### src/rtl/serial_adder_ctrl.sv
// Bit-serial adder/subtractor sequencer. A single 1-bit full-adder cell,
// built from two half adders, is reused for every operand bit, LSB first.
// Subtraction uses a + ~b + 1: the inverted operand is loaded and the
// carry flop is preset to 1.

module halfadder (
  input  logic x,
  input  logic y,
  output logic s,
  output logic c
);
  assign s = x ^ y;
  assign c = x & y;
endmodule

module serial_adder_ctrl #(
  parameter int WIDTH = 8
) (
  input  logic             clk,
  input  logic             rst_n,
  input  logic             start,
  input  logic             sub,
  input  logic [WIDTH-1:0] a,
  input  logic [WIDTH-1:0] b,
  output logic             busy,
  output logic             done,
  output logic [WIDTH-1:0] sum,
  output logic             carry_out
);

  localparam int CNT_W = $clog2(WIDTH + 1);
  localparam logic [CNT_W-1:0] LAST_CNT = CNT_W'(WIDTH - 1);
  localparam logic [CNT_W-1:0] CNT_ONE  = CNT_W'(1);

  typedef enum logic [1:0] {
    IDLE = 2'd0,
    RUN  = 2'd1,
    DONE = 2'd2
  } state_t;

  state_t           state_r;
  state_t           state_nxt_s;
  logic             busy_r;
  logic             done_r;
  logic [WIDTH-1:0] sum_r;
  logic             carry_out_r;
  logic [WIDTH-1:0] a_sr_r;
  logic [WIDTH-1:0] b_sr_r;
  logic [WIDTH-1:0] res_sr_r;
  logic [CNT_W-1:0] count_r;
  logic             carry_r;

  logic             prop_s;
  logic             gen_s;
  logic             bit_sum_s;
  logic             carry_prop_s;
  logic             carry_nxt_s;
  logic             last_bit_s;

  // Shared full-adder cell: two half adders plus an OR on their carries.
  halfadder u_ha_ab (
    .x (a_sr_r[0]),
    .y (b_sr_r[0]),
    .s (prop_s),
    .c (gen_s)
  );

  halfadder u_ha_c (
    .x (prop_s),
    .y (carry_r),
    .s (bit_sum_s),
    .c (carry_prop_s)
  );

  assign carry_nxt_s = gen_s | carry_prop_s;
  assign last_bit_s  = (count_r == LAST_CNT);

  // Next-state decode; start is only looked at while idle.
  always_comb begin
    state_nxt_s = state_r;
    case (state_r)
      IDLE: begin
        if (start) begin
          state_nxt_s = RUN;
        end else begin
          state_nxt_s = IDLE;
        end
      end
      RUN: begin
        if (last_bit_s) begin
          state_nxt_s = DONE;
        end else begin
          state_nxt_s = RUN;
        end
      end
      DONE:    state_nxt_s = IDLE;
      default: state_nxt_s = IDLE;
    endcase
  end

  // State register with registered busy/done derived from the next state.
  always_ff @(posedge clk or negedge rst_n) begin
    if (!rst_n) begin
      state_r <= IDLE;
      busy_r  <= 1'b0;
      done_r  <= 1'b0;
    end else begin
      state_r <= state_nxt_s;
      busy_r  <= (state_nxt_s != IDLE);
      done_r  <= (state_nxt_s == DONE);
    end
  end

  // Operand shift registers, bit counter, carry flop and result capture.
  always_ff @(posedge clk or negedge rst_n) begin
    if (!rst_n) begin
      a_sr_r      <= '0;
      b_sr_r      <= '0;
      res_sr_r    <= '0;
      count_r     <= '0;
      carry_r     <= 1'b0;
      sum_r       <= '0;
      carry_out_r <= 1'b0;
    end else begin
      case (state_r)
        IDLE: begin
          if (start) begin
            a_sr_r   <= a;
            b_sr_r   <= sub ? ~b : b;
            carry_r  <= sub;
            count_r  <= '0;
            res_sr_r <= '0;
          end
        end
        RUN: begin
          res_sr_r <= {bit_sum_s, res_sr_r[WIDTH-1:1]};
          a_sr_r   <= {1'b0, a_sr_r[WIDTH-1:1]};
          b_sr_r   <= {1'b0, b_sr_r[WIDTH-1:1]};
          carry_r  <= carry_nxt_s;
          count_r  <= count_r + CNT_ONE;
          // Result becomes visible only once the final bit is formed.
          if (last_bit_s) begin
            sum_r       <= {bit_sum_s, res_sr_r[WIDTH-1:1]};
            carry_out_r <= carry_nxt_s;
          end
        end
        DONE: begin
          count_r <= '0;
        end
        default: begin
          count_r <= '0;
        end
      endcase
    end
  end

  assign busy      = busy_r;
  assign done      = done_r;
  assign sum       = sum_r;
  assign carry_out = carry_out_r;

endmodule

### config.mk
export PLATFORM = sky130hd
export DESIGN_NAME = serial_adder_ctrl
export DESIGN_NICKNAME = d
export VERILOG_FILES = /design/src/rtl/serial_adder_ctrl.sv
export SDC_FILE = /design/constraint.sdc
export NUM_CORES = 1
export LEC_CHECK = 0
export CAP_MARGIN = 5
export CORE_AREA = 10 10 68 70
export DETAILED_ROUTE_END_ITERATION = 8
export DIE_AREA = 0 0 78 80
export PLACE_DENSITY = 0.82
export SETUP_SLACK_MARGIN = 0.2
export SLEW_MARGIN = 10
export SYNTH_ARGS = -nofsm -noshare
export SYNTH_HDL_FRONTEND = slang
export SYNTH_SLANG_ARGS = --single-unit
### constraint.sdc
create_clock -name clk -period 2.8 [get_ports clk]
set_input_delay 0.56 -clock clk [delete_from_list [all_inputs] [get_ports clk]]
set_output_delay 0.56 -clock clk [all_outputs]
set_load 0.01 [all_outputs]
==> results of run 1 <==
[worst paths after layout]
check | end | cells past startpoint
max | sum[6] | 1
min | count_r[3] | 1
max reg2reg | sum[6] | 3
min reg2reg | a_sr_r[1] | 2
max in group asynchronous | a_sr_r[1] | 1
min in group clk | a_sr_r[1] | 2
[layout by cell type, fill, tap and decap left out, drive strengths merged, types with 3 or more instances in the layout]
cell	n
xnor2	8
dfrtp	41
nand2	35
o21ai	3
nand3	25
clkdlybuf4s50	29
a221o	7
nor2	10
clkbuf	6
mux2	9
[final cells by class]
cell class	instances	share of cell area, %
Sequential cell	41	46.8
Multi-Input combinational cell	114	32.5
Timing Repair Buffer	31	13.8
Tap cell	46	2.63
Clock buffer	6	2.34
Clock inverter	2	1.71
Inverter	1	0.171
[through the flow]
step,power (uW),worst slack [ns],std cells,utilization (%)
after floorplan,1520,1.24,166,-
after global placement,1760,0.667,233,64.0
after detailed placement,1810,0.641,233,64.0
after CTS,2210,0.938,241,66.7
after global routing,2340,0.866,241,66.7
final,2180,0.970,241,66.7
[where the power goes]
group | internal [uW] | switching [uW]
Clock | 212 | 195
Sequential | 831 | 171
Combinational | 394 | 381
Total | 1440 | 747
[metal layers]
metal	track usage [%]	part of all wire [%]
met1	13.1	42
met4	6.45	2.3
met2	19.6	50
met5	0	0
met3	4.50	5.1
[state kept, by name, indices dropped and copies added (netlist names), 2 cells and up]
name / cells
a_sr_r: 8
count_r: 4
sum: 8
res_sr_r: 7
state_r: 2
b_sr_r: 8
[kinds of logic (layout without fill, tap and decap cells)]
family | after synthesis | count (layout) | synth area share, %
simple gates | 79 | 79 | 20.9
flops | 41 | 41 | 56.6
compound gates | 15 | 15 | 6.55
buf+inv | 11 | 40 | 4.21
mux | 10 | 10 | 6.14
xor+xnor | 8 | 8 | 3.86
fa+ha+maj | 2 | 2 | 1.79
==> flow_summary_export.csv, run 1 <==
group,metric,value,unit
critical_path,crit_family,"buffers and inverters",
final_layout,num-fill-cells,255,
die,die_y,80,um
die,core,0.00328,mm2
die,dieArea,0.00624,mm2
critical_path,cp_slowest_stage_delay,0.54,ns
critical_path,cp_cell_sequence,"clkdlybuf4s50_1",
clock_network,clockBufferDepth,2,
placement,gp_congestion,0.749,
timing,slew-limit-headroom,42.2,%
drt,drt_iter0_drc,76,
drt,ant_nets,0,
clock_network,cts_buffers,5,
global_route,grt_antenna_before_repair,0,
drt,drt_first_pass_iters,4,
drt,drc,0,
critical_path,endpoint_kind,"output port",
clock_network,ctsRootBufferMaster,"clkbuf_4",
placement,io_buffer_count,30,
clock_network,h-tree-depth,2,
die,start_util,55.2,%
critical_path,path_buf_inv,1,
clock_network,clk_latency,0.36,ns
power,ir_worst_vdd,0.000381,V
logic_synthesis,netlist_top_cells_count,"dfrtp_1 (41), nand2_1 (35), nand3_1 (25), nor2_1 (10), mux2_2 (9)",
logic_synthesis,yosysUniqueCellTypes,27,
timing,finalSetupViolations,0,
final_layout,n_antenna_cell,0,
logic_synthesis,async_flop_share,100,%
drt,wl_per_cell,14.4,um
placement,placed_area,0.00210,mm2
die,io-pin-count,31,
critical_path,worstPathMaxFanout,2,
global_route,grt_pass1_vias,1243,
drt,vias,1283,
critical_path,ff2ff_setup_slack,0.99,ns
final_layout,design.final.nets,216,
final_layout,final_cell_area,0.00219,mm2
power,p_leak,0.000983,uW
final_layout,drive_above_1_share,12.3,%
placement,dp.final_hpwl,2500,um
timing,max_freq,546,MHz
timing,whs,0.304,ns
logic_synthesis,yosysTopAreaCellShare,56.6,%
clock_network,cts_tree,"yes",
critical_path,startpoint,"sum[6]",
clock_network,ctsResizeCount,0,
timing,fin_crit_sh,65.4,%
global_route,grt_max_degree,42,
timing,fin_crit,1.83,ns
logic_synthesis,synth_area_per_cell,10.9,um2
global_route,grt_pass1_wl,5800,um
critical_path,arrival,1.27,ns
worst_hold_path,hp-class,"input pin to async pin",
logic_synthesis,ys.flop_type,"dfrtp_1",
global_route,grt_use_total,11.9,%
clock_network,cts.clk_slew.worst_paths,0.12,ns
logic_synthesis,synth_area_leaders,"dfrtp_1 (57%), nand2_1 (7.2%), nand3_1 (6.9%)",
logic_synthesis,ys_warn_count,0,
clock_network,post-cts-setup-buffers,0,
final_layout,syn_to_final_growth,20.8,%
flow_run,maxCapViolCount,0,
die,rows,21,
timing,tightest_slew,0.867,ns
logic_synthesis,synthesis.nets,188,
clock_network,ctsHoldBuffers,0,
drt,drt_wl_total,3460,um
logic_synthesis,netlist_instances,166,
critical_path,rr_startpoint,"state_r[0]",
final_layout,multi_input_area,712,um2
drt,avgViaCountPerCell,5.32,
logic_synthesis,synth-seq-cells,41,
die,die_w,78,um
logic_synthesis,synth_top_cell_by_area,"dfrtp_1",
critical_path,start_kind,"register",
logic_synthesis,synth_most_common_cell,"dfrtp_1",
critical_path,cp.required,2.24,ns
final_layout,register_area,0.00103,mm2
power,power_density,997,mW/mm2
logic_synthesis,synth_area,0.00181,mm2
critical_path,critical_path_class,"register to output port",
timing,skew,0.0104,ns
global_route,grt.overflow.total,0,
timing,finalHoldViolCount,0,
timing,drv_slew,0,
critical_path,cpMaxStageDelayCell,"clkdlybuf4s50_1",
clock_network,clock_sinks,41,
outcome,status,"completed",
logic_synthesis,synth_edf_count,0,
timing,rsz0062_at_grt,"false",
logic_synthesis,synth_seq_area_share,56.6,%
timing,fin_setup_tns,0,ns
Note: power is estimated with default switching activity, not from simulation.
==> run 2, diff against run 1 <==
--- a/config.mk
+++ b/config.mk
@@ -6,10 +6,10 @@
 export NUM_CORES = 1
 export LEC_CHECK = 0
 export CAP_MARGIN = 5
-export CORE_AREA = 10 10 68 70
+export CORE_AREA = 10 10 71 73
 export DETAILED_ROUTE_END_ITERATION = 8
-export DIE_AREA = 0 0 78 80
-export PLACE_DENSITY = 0.82
+export DIE_AREA = 0 0 81 83
+export PLACE_DENSITY = 0.75
 export SETUP_SLACK_MARGIN = 0.2
 export SLEW_MARGIN = 10
 export SYNTH_ARGS = -nofsm -noshare
==> constraint.sdc (replaced) <==
create_clock -name clk -period 1.85 [get_ports clk]
set_input_delay 0.37 -clock clk [delete_from_list [all_inputs] [get_ports clk]]
set_output_delay 0.37 -clock clk [all_outputs]
set_load 0.01 [all_outputs]
==> run 2 against run 1 <==
Final cell count increased by 3.7%. First-iteration DRC count increased by 29%. Global-route usage rose by 0.61 points. Clock skew fell by 0.0048 ns. Non-clock buffer count grew 7. Via count increased by 4.1%. Count of clock-buffer cells in the layout grew 1. Sequential share of layout area down 2.1 points. Largest cell class unchanged.
==> flow_summary_export.csv, run 2 (synthesis results as in run 1) <==
group,metric,value,unit
die,start_util,49.9,%
die,dieArea,0.00672,mm2
global_route,grt_antenna_before_repair,0,
die,io-pin-count,31,
placement,dp.final_hpwl,2750,um
timing,finalSetupViolations,0,
global_route,grt_pass1_vias,1398,
global_route,grt_max_degree,26,
final_layout,design.final.nets,223,
outcome,status,"completed",
power,power_density,1490,mW/mm2
timing,fin_crit_sh,85.3,%
drt,wl_met3,178,um
critical_path,cp_slowest_stage_delay,0.55,ns
timing,rsz0062_at_grt,"false",
clock_network,ctsRootBufferMaster,"clkbuf_8",
clock_network,cts.clk_slew.worst_paths,0.08,ns
power,clockPowerShare,18.6,%
timing,fin_crit,1.58,ns
critical_path,path_buf_inv,1,
power,p_leak,0.00104,uW
die,core,0.00363,mm2
die,die_y,83,um
power,seqPwrFrac,44.7,%
timing,finalHoldViolCount,0,
timing,tightest_slew,0.478,ns
timing,slew-limit-headroom,68.2,%
clock_network,clk_latency,0.30,ns
clock_network,clockBufferDepth,2,
final_layout,num-fill-cells,320,
power,p_sw,1160,uW
die,rows,22,
critical_path,cp.required,1.48,ns
power,ir_worst_vdd,0.000575,V
critical_path,cpMaxStageDelayCell,"clkdlybuf4s50_1",
critical_path,arrival,1.21,ns
drt,wl_per_cell,15.1,um
drt,drt_iter0_drc,98,
critical_path,startpoint,"sum[7]",
critical_path,crit_family,"buffers and inverters",
drt,drc,0,
drt,avgViaCountPerCell,5.34,
timing,drv_slew,0,
power,power.internal,2250,uW
global_route,grt_use_total,12.5,%
final_layout,syn_to_final_growth,26.6,%
power,p_sw_share,34.1,%
placement,io_buffer_count,30,
flow_run,maxCapViolCount,0,
placement,placed_area,0.00217,mm2
drt,met1Wirelength,1570,um
timing,max_freq,633,MHz
drt,drt_first_pass_iters,4,
final_layout,n_antenna_cell,0,
critical_path,critical_path_class,"register to output port",
critical_path,endpoint_kind,"output port",
clock_network,h-tree-depth,2,
final_layout,layout_common_cells,"dfrtp_1 (40), nand2_1 (35), clkdlybuf4s50_1 (29)",
final_layout,final_cell_area,0.00230,mm2
placement,gp_congestion,0.758,
global_route,grt_pass1_wl,6680,um
drt,drt_wl_total,3760,um
critical_path,cp_cell_sequence,"clkdlybuf4s50_1",
drt,ant_nets,0,
clock_network,cts_tree,"yes",
die,die_w,81,um
critical_path,rr_startpoint,"count_r[0]",
power,pwr-share-comb,36.7,%
worst_hold_path,hp-class,"input pin to async pin",
critical_path,worstPathMaxFanout,2,
drt,wl_met2,1950,um
clock_network,clock_sinks,41,
global_route,grt.overflow.total,0,
drt,routed.top_layer,"met4",
final_layout,layout_commonest_cell,"dfrtp_1",
timing,skew,0.00556,ns
drt,vias,1335,
final_layout,drive_above_1_share,15.8,%
power,totalPowerFinal,3420,uW
clock_network,cts_buffers,5,
critical_path,start_kind,"register",
run 2: cell types whose count changed in the layout (fill, tap and decap cells not counted):
cell	delta
dfrtp_2	+1
clkbuf_8	+6
clkinv_2	+1
clkinvlp_4	-1
buf_12	+3
bufinv_16	-1
buf_4	+4
clkbuf_4	-5
dfrtp_1	-1
run 2: layer usage:
metal	global-route usage, %	vias to the layer above
met2	19.1	24
met4	5.63	0
li1	-	637
met1	14.8	668
met3	5.17	6
met5	0	-
run 2: metrics by stage:
step	utilization, %	std cells	hold slack [ns]	setup WS, ns	setup TNS, ns
final	63.2	250	0.0190	0.271	0
after CTS	62.6	249	0.0372	0.208	0
after floorplan	-	166	0.0744	0.285	0
after global routing	63.2	250	0.0502	0.213	0
after global placement	59.8	241	0.345	0.0186	0
after detailed placement	59.8	241	0.362	-0.00573	-0.00828
run 2: worst paths after layout:
| kind | endpoint | slack (ns) | cells past startpoint |
|---|---|---|---|
| max | sum[7] | 0.27 | 1 |
| min | b_sr_r[1] | 0.02 | 1 |
| max reg2reg | sum[6] | 0.29 | 5 |
| min reg2reg | a_sr_r[5] | 0.49 | 2 |
| max in group asynchronous | sum[3] | 1.35 | 2 |
| min in group clk | a_sr_r[5] | 0.49 | 2 |
run 2: timing repair:
action / CTS / global route
hold buffers: 0 / 0
endpoints found under the setup margin: 0 / 10
resized for setup: 0 / 1
hold endpoints to repair: 0 / 0
buffers inserted: 0 / 1
run 2: final cells by class:
| type | instances | area (um2) | area share (%) |
|---|---|---|---|
| Sequential cell | 41 | 1030 | 44.7 |
| Multi-Input combinational cell | 114 | 712 | 31.0 |
| Timing Repair Buffer | 38 | 393 | 17.1 |
| Clock buffer | 7 | 96.3 | 4.19 |
| Tap cell | 48 | 60.1 | 2.61 |
| Clock inverter | 1 | 5.00 | 0.218 |
| Inverter | 1 | 3.75 | 0.163 |
run 2: power by group through the flow:
stage                     Sequential [uW]  Clock (uW)  Combinational [uW]
after detailed placement             1540           0                1270
after floorplan                      1510           0                 799
after global routing                 1580         698                1410
final                                1530         637                1250
after CTS                            1530         654                1270
after global placement               1520           0                1200
